==> src/rtl/satd.sv <==
// satd: three-stage pipelined 8-pixel SATD.
//   stage 1: per-pixel signed differences
//   stage 2: 8-point Hadamard transform (Sylvester order)
//   stage 3: sum of |coefficients|, rounded divide by 16
// One row in and one cost out per clock.
// Latency is three edges from sampling a row to that row's cost on out_diff.
module satd (
  input  logic        clk,
  input  logic        rst,
  input  logic [63:0] ORG,
  input  logic [63:0] CUR,
  output logic [8:0]  out_diff
);

  // Stage-1 differences, range -255..255.
  logic signed [8:0]  r_d   [8];
  // Butterfly levels A/B/C. Each level grows one bit, so nothing can overflow.
  logic signed [9:0]  w_a   [8];
  logic signed [10:0] w_b   [8];
  logic signed [11:0] w_c   [8];
  // Stage-2 Hadamard coefficients, range +/-2040.
  logic signed [11:0] r_h   [8];
  // Magnitudes and their sum (max 5770).
  logic [10:0]        w_abs [8];
  logic [13:0]        w_sum;

  genvar gi;

  // Stage 1: register ORG_i - CUR_i as 9-bit two's complement.
  always_ff @(posedge clk) begin
    for (int i = 0; i < 8; i++) begin
      if (rst) r_d[i] <= '0;
      else     r_d[i] <= {1'b0, ORG[8*i +: 8]} - {1'b0, CUR[8*i +: 8]};
    end
  end

  // Level A butterflies, stride 4 (operands sign-extended by one bit).
  generate
    for (gi = 0; gi < 4; gi++) begin : g_lvl_a
      assign w_a[gi]     = {r_d[gi][8], r_d[gi]} + {r_d[gi+4][8], r_d[gi+4]};
      assign w_a[gi + 4] = {r_d[gi][8], r_d[gi]} - {r_d[gi+4][8], r_d[gi+4]};
    end
  endgenerate

  // Level B butterflies, stride 2, inside each half of four.
  generate
    for (gi = 0; gi < 4; gi++) begin : g_lvl_b
      localparam int LO = (gi / 2) * 4 + (gi % 2);
      assign w_b[LO]     = {w_a[LO][9], w_a[LO]} + {w_a[LO+2][9], w_a[LO+2]};
      assign w_b[LO + 2] = {w_a[LO][9], w_a[LO]} - {w_a[LO+2][9], w_a[LO+2]};
    end
  endgenerate

  // Level C butterflies, stride 1, on adjacent pairs.
  generate
    for (gi = 0; gi < 4; gi++) begin : g_lvl_c
      assign w_c[2*gi]     = {w_b[2*gi][10], w_b[2*gi]} + {w_b[2*gi+1][10], w_b[2*gi+1]};
      assign w_c[2*gi + 1] = {w_b[2*gi][10], w_b[2*gi]} - {w_b[2*gi+1][10], w_b[2*gi+1]};
    end
  endgenerate

  // Stage 2: register the transform coefficients.
  always_ff @(posedge clk) begin
    for (int i = 0; i < 8; i++) begin
      if (rst) r_h[i] <= '0;
      else     r_h[i] <= w_c[i];
    end
  end

  // Absolute values. |h| <= 2040 fits in 11 bits, and -(-2040) does not wrap in 12 bits.
  generate
    for (gi = 0; gi < 8; gi++) begin : g_abs
      assign w_abs[gi] = r_h[gi][11] ? 11'(-r_h[gi]) : r_h[gi][10:0];
    end
  endgenerate

  // Adder tree over the eight magnitudes.
  always_comb begin
    w_sum = '0;
    for (int i = 0; i < 8; i++) begin
      w_sum = w_sum + {3'b000, w_abs[i]};
    end
  end

  // Stage 3: round-half-up divide by 16. The result is at most 361, so 9 bits suffice.
  always_ff @(posedge clk) begin
    if (rst) out_diff <= '0;
    else     out_diff <= 9'((w_sum + 14'd8) >> 4);
  end

endmodule

==> config.mk <==
export PLATFORM = sky130hd
export DESIGN_NAME = satd
export DESIGN_NICKNAME = d
export VERILOG_FILES = /design/src/rtl/satd.sv
export SDC_FILE = /design/constraint.sdc
export NUM_CORES = 1
export LEC_CHECK = 0
export ABC_AREA = 0
export CORE_MARGIN = 1
export CORE_UTILIZATION = 42
export DETAILED_ROUTE_END_ITERATION = 7
export PLACE_DENSITY = 0.7
export SYNTH_ARGS = -nofsm -noshare
export SYNTH_HDL_FRONTEND = slang
export SYNTH_SLANG_ARGS = --single-unit
==> constraint.sdc <==
create_clock -name clk -period 5 [get_ports clk]
set_clock_uncertainty 0.15 [all_clocks]
set_input_delay 1 -clock clk [delete_from_list [all_inputs] [get_ports clk]]
set_output_delay 1 -clock clk [all_outputs]
set_load 0.02 [all_outputs]
# [After elaboration in Yosys (flattened, before gate mapping)]
# Memories as Yosys holds them, arrays and structs flattened.
# Index checks and enable logic that the tools add are counted.
[totals] output_inout_bits=9 reg_bits=9 memories=2 mem_bits_rw=168
[classes] bitwise_logic=16 n_mux=27 n_addsub=48
[mem_list] name="r_h" depth=8 width=12 read_ports=8 rd_clocked_by_memory_dff=0 write_ports=8 line_no="22" source="logic signed [11:0] r_h [8];"
[mem_list] name="r_d" depth=8 width=9 read_ports=8 rd_clocked_by_memory_dff=0 write_ports=8 line_no="16" source="logic signed [8:0] r_d [8];"
[ops] op="two-way mux 12 bit" count=8
[ops] op="two-way mux 11 bit" count=8
[ops] op="negator 11 bit" count=8
[ops] op="two-way mux 9 bit" count=8
[ops] op="subtractor 8 x 8 -> 9 bit" count=8
[ops] op="adder 13 x 11 -> 13 bit" count=5
[ops] op="adder 11 x 11 -> 12 bit" count=5
[ops] op="subtractor 11 x 11 -> 12 bit" count=4
[ops] op="adder 10 x 10 -> 11 bit" count=4
[ops] op="subtractor 10 x 10 -> 11 bit" count=4
[ops] op="adder 9 x 9 -> 10 bit" count=4
[ops] op="subtractor 9 x 9 -> 10 bit" count=4
[ops] op="OR 1 bit" count=16
[ops] op="adder 12 x 11 -> 13 bit" count=1
[ops] op="adder 13 x 4 -> 13 bit, second input constant" count=1
[ops] op="two-way mux 1 bit" count=3

# [Depth between registers and ports, before layout]
# Gate-level depths: netlist (run 1).
[depth] depth_word=10 ltp_mapped=22 ltp_nobuf=21

# [Worst setup path before layout (run 1)]
# No wires, ideal clock.
[synth_path] kind="register to register" start="mem r_h[6][4], in the netlist r_h[1][28]" end="reg out_diff[8]" path_stages_with_launch=17 arrival_ps=5053 synth_period_minus_slack_ps=5324 path_buffers=0 path_slack_ps=-324 path_cell_list="dfxtp_1 > or4_4 > or4_1 > o21ai_0 > xnor2_1 > fa_1 > fa_1 > fa_1 > inv_1 > fa_1 > inv_1 > ha_1 > a21oi_1 > a21oi_1 > a21o_1 > a211oi_1 > mux2_2"
[synth_rtl] element="start, declared" line_no="22"
[synth_rtl] element="end signal, assigned" line_no="88" source="else out_diff <= 9'((w_sum + 14'd8) >> 4);"
[synth_rtl] element="end, declared" line_no="12" source="output logic [8:0] out_diff"

==> results.ini, run 1 <==
[outcome]
status = finished, violations left
failed_checks = setup timing

[route]
wl_met1_microns = 26900
drc = 0
highest_layer = met4
firstDrtPassIters = 5
wl_microns = 59500
wl_met3_microns = 1900
wl_per_cell_microns = 16.4
vias = 19506
drtIter0Drc = 1225
via_per_inst = 5.37
dr_wl_met2_microns = 28500
postRouteAntennaNets = 0

[timing]
maxSlewHeadroom = 0.509
hold_viol = 0
clock.fmax_ghz = 0.197
slew_violations = 0
period_needed_ns = 5.07
report.final.setup_viol = 1
setup_ws_ns = -0.0677
fin_crit_sh = 1.01
worst_pin_slew_ns = 0.736
rsz0062_at_grt = yes
setup_tns_ns = -0.0677

[floorplan]
die_area_sq_um = 53000
die_height_microns = 230
core_area_sq_um = 51400
row_count = 83
initial_core_util = 0.426
dieWidth_microns = 230
io_pins = 139

[cells_and_area]
final_cell_count_no_fill = 3632
nFillCells = 4848
synthToLayoutAreaGrowth_pct = 19.0
antenna_cells = 0
drive_gt1_frac = 0.117
final_cell_area_sq_um = 26100
fin_nets = 3497

[setup_path]
r2r_start = r_h[1][29]
cp-start-kind = flop
endpoint_kind = flop
crit_end = out_diff[8]
r2r-end = out_diff[8]
critical_path_arrival_ns = 5.29
rrSetupSlack_ns = -0.07
crit_start = r_h[1][29]
required_ns = 5.22
crit_type = flop to flop
r2r_cells = 16
crit_fanout = 3

[placed_design]
placed_area_sq_um = 24800
numPortBuffers = 138
dp.cells = 3595
gp_congestion = 0.957
pre_cts_ws_ns = -0.242
dp_hpwl_microns = 50200

[global_route]
grt_pass1_vias = 19029
grt_antenna_before_repair = 0
grt_use_total = 0.222
gr-total-overflow = 0
grt_start_max_net_pins = 90
grt_pass1_wl_microns = 95000

[cts]
h-tree-depth = 4
numClockSinks = 173
clock_path_buffers = 2
root_buffer = clkbuf_16
clk_pin_slew_ns = 0.07
cts_buffers = 17
insertion_delay_ns = 0.49
ctsHoldBuffers = 0
cts_tree = yes

[synth]
synthMuxAreaShare = 0.0157
yosysSeqAreaShare = 0.158
synth_largest_area_cell = ha_1
syn_avg_cell_area_sq_um = 8.00
syn_area_sq_um = 21900
synth_top_family_by_area = adder cells
ys.flop_type = dfxtp_1
yosys.area_share.simple = 0.185
synthAdderAreaFrac = 0.276
synth-seq-cells = 173
synth_xor_area_frac = 0.0908
ys_top_cells_by_area = ha_1 (19%), dfxtp_1 (16%), fa_1 (8.3%)
synthDominantCellAreaShare = 0.193
synth_common_cells = inv_1 (364), ha_1 (337), nor2_1 (228)
yosysWarnings = 0
syn_inst = 2736
syn-num-nets = 3294
synth-compound-area-share = 0.193
synth-edff-count = 0
synth_cell_types = 67
synth-async-reset-ratio = 0
yosysMostFrequentCell = inv_1

[min_path]
hold_depth = 2
worst_hold_path_type = input pin to flop

[job]
drv_cap = 0

-- layer usage --
layer,vias to the layer above,track usage
met1,9154,0.279
li1,9773,-
met3,106,0.0227
met5,-,0
met2,473,0.382
met4,0,0.0983
-- what timing repair did --
action / 4_1_cts / 5_1_grt
endpoints found under the setup margin: 4 / 28
resized for setup: 15 / 108
pin swaps: 12 / 40
setup buffers: 0 / 5
-- worst min-delay path by stage --
stage | endpoint | from
after floorplan | r_h[1][36] | r_d[1][0]
after global placement | out_diff[0] | r_h[0][0]
after detailed placement | out_diff[0] | r_h[0][0]
after CTS | out_diff[1] | rst
after global routing | out_diff[0] | rst
final | out_diff[0] | rst
-- through the flow --
| stage | hold slack [ns] | util |
|---|---|---|
| 4_1_cts | 0.803 | 0.496 |
| 3_3_place_gp | 1.00 | 0.483 |
| 6_report | 0.797 | 0.507 |
| 2_1_floorplan | 0.681 | - |
| 5_1_grt | 0.830 | 0.507 |
| 3_5_place_dp | 1.02 | 0.483 |
-- sequential cells by signal, summed over array words and instances, names as in the netlist --
signal,cells
r_d,72
r_h,92
out_diff,9
-- cells in the final DEF, fill, tap and decap left out, types with 14 or more instances in the layout --
cell,instances
or4_1,16
o21bai_1,24
a21oi_1,133
nand2b_1,48
o31a_1,14
mux2i_1,23
nor2b_1,67
inv_1,360
o21ba_2,14
a211oi_1,24
nor3_1,106
o31ai_1,18
nor2_1,227
nor3b_1,37
ha_1,323
nand3_1,44
clkdlybuf4s50_1,137
o21a_1,52
xnor2_1,148
buf_4,141
a21o_1,34
or2_2,35
nor4b_1,14
fa_1,89
o21ai_0,129
dfxtp_1,171
nand2_1,86
clkbuf_16,17
or3_1,37
o211ai_1,29
xor2_1,66
-- cell families after synthesis --
family | after synthesis
fa+ha+maj | 428
flops | 173
compound gates | 633
xor+xnor | 227
buf+inv | 461
mux | 33
simple gates | 781
-- critical path, stage by stage (launching register included) --
cell and delay (ns):
dfxtp_2 0.32, or4_4 0.54, or4_4 0.47, o21ai_4 0.17, xnor2_2 0.13, fa_1 0.45, fa_1 0.46, fa_1 0.49
inv_1 0.05, fa_1 0.52, inv_2 0.05, ha_4 0.23, a21oi_4 0.13, a21oi_1 0.09, a21o_1 0.19, a211oi_2 0.20
mux2_4 0.32
-- area by class of cell --
class	instances	area [sq um]	area share
multi-input combinational	2102	17300	0.663
tap	680	851	0.0327
clock inverter	14	181	0.00696
clock buffer	18	429	0.0165
sequential	173	3470	0.133
inverter	364	1370	0.0524
timing repair buffer	281	2470	0.0949
Power of run 1 is not shown: default switching activity piles up to over one toggle a cycle in this logic, so the estimate is an artifact.
==> run 2: changes to the inputs <==
--- a/config.mk
+++ b/config.mk
@@ -9,7 +9,9 @@
 export CORE_MARGIN = 1
 export CORE_UTILIZATION = 42
 export DETAILED_ROUTE_END_ITERATION = 7
-export PLACE_DENSITY = 0.7
+export PLACE_DENSITY = 0.68
+export SETUP_SLACK_MARGIN = 0.02
+export SLEW_MARGIN = 10
 export SYNTH_ARGS = -nofsm -noshare
 export SYNTH_HDL_FRONTEND = slang
 export SYNTH_SLANG_ARGS = --single-unit
==> constraint.sdc (replaced) <==
create_clock -name clk -period 4.8 [get_ports clk]
set_clock_uncertainty 0.15 [all_clocks]
set_input_delay 0.96 -clock clk [delete_from_list [all_inputs] [get_ports clk]]
set_output_delay 0.96 -clock clk [all_outputs]
set_load 0.02 [all_outputs]
==> results.ini, run 2 (synthesis gave the netlist of run 1 again) <==
[outcome]
status = finished, violations left
failed_checks = setup timing

[floorplan]
core_area_sq_um = 51400
die_area_sq_um = 53000
io_pins = 139
dieWidth_microns = 230
row_count = 83
initial_core_util = 0.426
die_height_microns = 230

[setup_path]
cp_slowest_cell = or4_4
cp_num_buf_inv = 2
crit_start = r_h[1][29]
crit_end = out_diff[8]
crit_fanout = 2
crit_type = flop to flop
r2r-end = out_diff[8]
cp.depth = 16
critPathMaxStageDelay_ns = 0.54
critical_path_arrival_ns = 5.29
required_ns = 5.04
crit_family = adder cells
endpoint_kind = flop
cp-start-kind = flop
crit_top_cell = fa_1
rrSetupSlack_ns = -0.26
r2r_cells = 16
cp_cell_sequence = or4_4, or4_4, o31ai_4, xnor2_2, fa_1, fa_1, fa_1, inv_2, fa_1, inv_2, ha_4, nand2_4, a21oi_2, a21o_1, a211oi_2, mux2_4
r2r_start = r_h[1][29]

[cts]
ctsHoldBuffers = 0
cts_buffers = 17
root_buffer = clkbuf_16
h-tree-depth = 4
insertion_delay_ns = 0.49
numClockSinks = 173
clock_path_buffers = 2
cts_tree = yes
clk_pin_slew_ns = 0.07

[route]
drtIter0Drc = 1050
wl_microns = 61200
wl_per_cell_microns = 16.3
postRouteAntennaNets = 0
firstDrtPassIters = 5
via_per_inst = 5.29
vias = 19892
drc = 0

[timing]
maxSlewHeadroom = 0.386
rsz0062_at_grt = yes
slew_violations = 0
report.final.setup_viol = 4
clock.fmax_ghz = 0.198
worst_pin_slew_ns = 0.920
fin_crit_sh = 1.05
period_needed_ns = 5.06
hold_viol = 0
setup_ws_ns = -0.256

[global_route]
grt_pass1_vias = 19297
gr-total-overflow = 0
grt_antenna_before_repair = 0
grt_pass1_wl_microns = 96100
grt_start_max_net_pins = 114
grt_use_total = 0.226

[cells_and_area]
fin_nets = 3624
drive_gt1_frac = 0.177
final_cell_area_sq_um = 27500
final_common_cell = inv_1
final_cell_count_no_fill = 3758
synthToLayoutAreaGrowth_pct = 25.5
regMostFlops = r_h
antenna_cells = 0
largest_register_ffs = 92
layout_common_cells = inv_1 (350), ha_1 (312), buf_4 (265)
reg_top3 = r_h (92), r_d (72), out_diff (9)

[min_path]
worst_hold_path_type = input pin to flop

[job]
drv_cap = 0

[placed_design]
gp_congestion = 0.941
dp_hpwl_microns = 51300
numPortBuffers = 138
dp.cells = 3707
placed_area_sq_um = 25700

==> run 2: changes by cell type in the layout (fill, tap and decap cells not counted), moves of 5 or more <==
| cell | delta |
|---|---|
| inv_1 | -10 |
| ha_4 | +9 |
| ha_1 | -11 |
| buf_4 | +124 |
| o21ai_0 | -6 |
| xor2_1 | -9 |
| dfxtp_1 | -6 |
| a21oi_1 | -5 |
| dfxtp_2 | +6 |
| inv_2 | +10 |
| xor2_2 | +8 |
==> run 2: layout make-up <==
cell class              count  area [sq um]
repair buffers            408          3440
clock inverters            12           139
multi-input cells        2102         17800
clock buffers              19           433
flip-flops and latches    173          3470
fillers                  4747         23900
inverters                 364          1370
well taps                 680           851
==> run 2: layer usage <==
layer | vias to the layer above | GRT usage | share of wire
met2 | 436 | 0.400 | 0.49
li1 | 10013 | - | -
met5 | - | 0 | 0
met3 | 84 | 0.0226 | 0.030
met1 | 9359 | 0.278 | 0.45
met4 | 0 | 0.0923 | 0.031
==> run 2: repair_timing <==
item                                    CTS  global route
setup buffers                             4            16
gates cloned                              0             0
endpoints found under the hold margin     0             0
endpoints found under the setup margin   27            40
gates resized for setup                  48           185
pin swaps                                25            81
==> run 2: worst min path at each step <==
stage / end / slack [ns] / startpoint / cells past startpoint
after CTS: out_diff[4] / 0.84 / rst / 2
final: out_diff[4] / 0.88 / rst / 2
after floorplan: r_h[1][36] / 0.68 / r_d[1][0] / 4
after detailed placement: r_h[1][36] / 1.07 / r_d[1][0] / 4
after global placement: r_h[1][36] / 1.09 / r_d[1][0] / 4
after global routing: out_diff[4] / 0.90 / rst / 2
==> run 2: worst reg2reg max path, cell delays in order, from the launching register on <==
cell and delay [ns]:
dfxtp_2 0.32, or4_4 0.54, or4_4 0.47, o31ai_4 0.29, xnor2_2 0.15, fa_1 0.48, fa_1 0.46, fa_1 0.50
inv_2 0.04, fa_1 0.51, inv_2 0.04, ha_4 0.22, nand2_4 0.08, a21oi_2 0.03, a21o_1 0.18, a211oi_2 0.20
mux2_4 0.32
==> run 2: per-stage QoR <==
stage               setup WS (ns)  setup TNS, ns   util  hold WS [ns]
floorplan                  -0.189         -0.189      -         0.681
global placement           -0.325          -2.30  0.499          1.09
detailed placement         -0.387          -2.70  0.499          1.07
CTS                        -0.316         -0.952  0.514         0.839
global route               -0.398          -1.34  0.535         0.901
finish                     -0.256         -0.572  0.535         0.877
Power of run 2 is left out for the same reason.
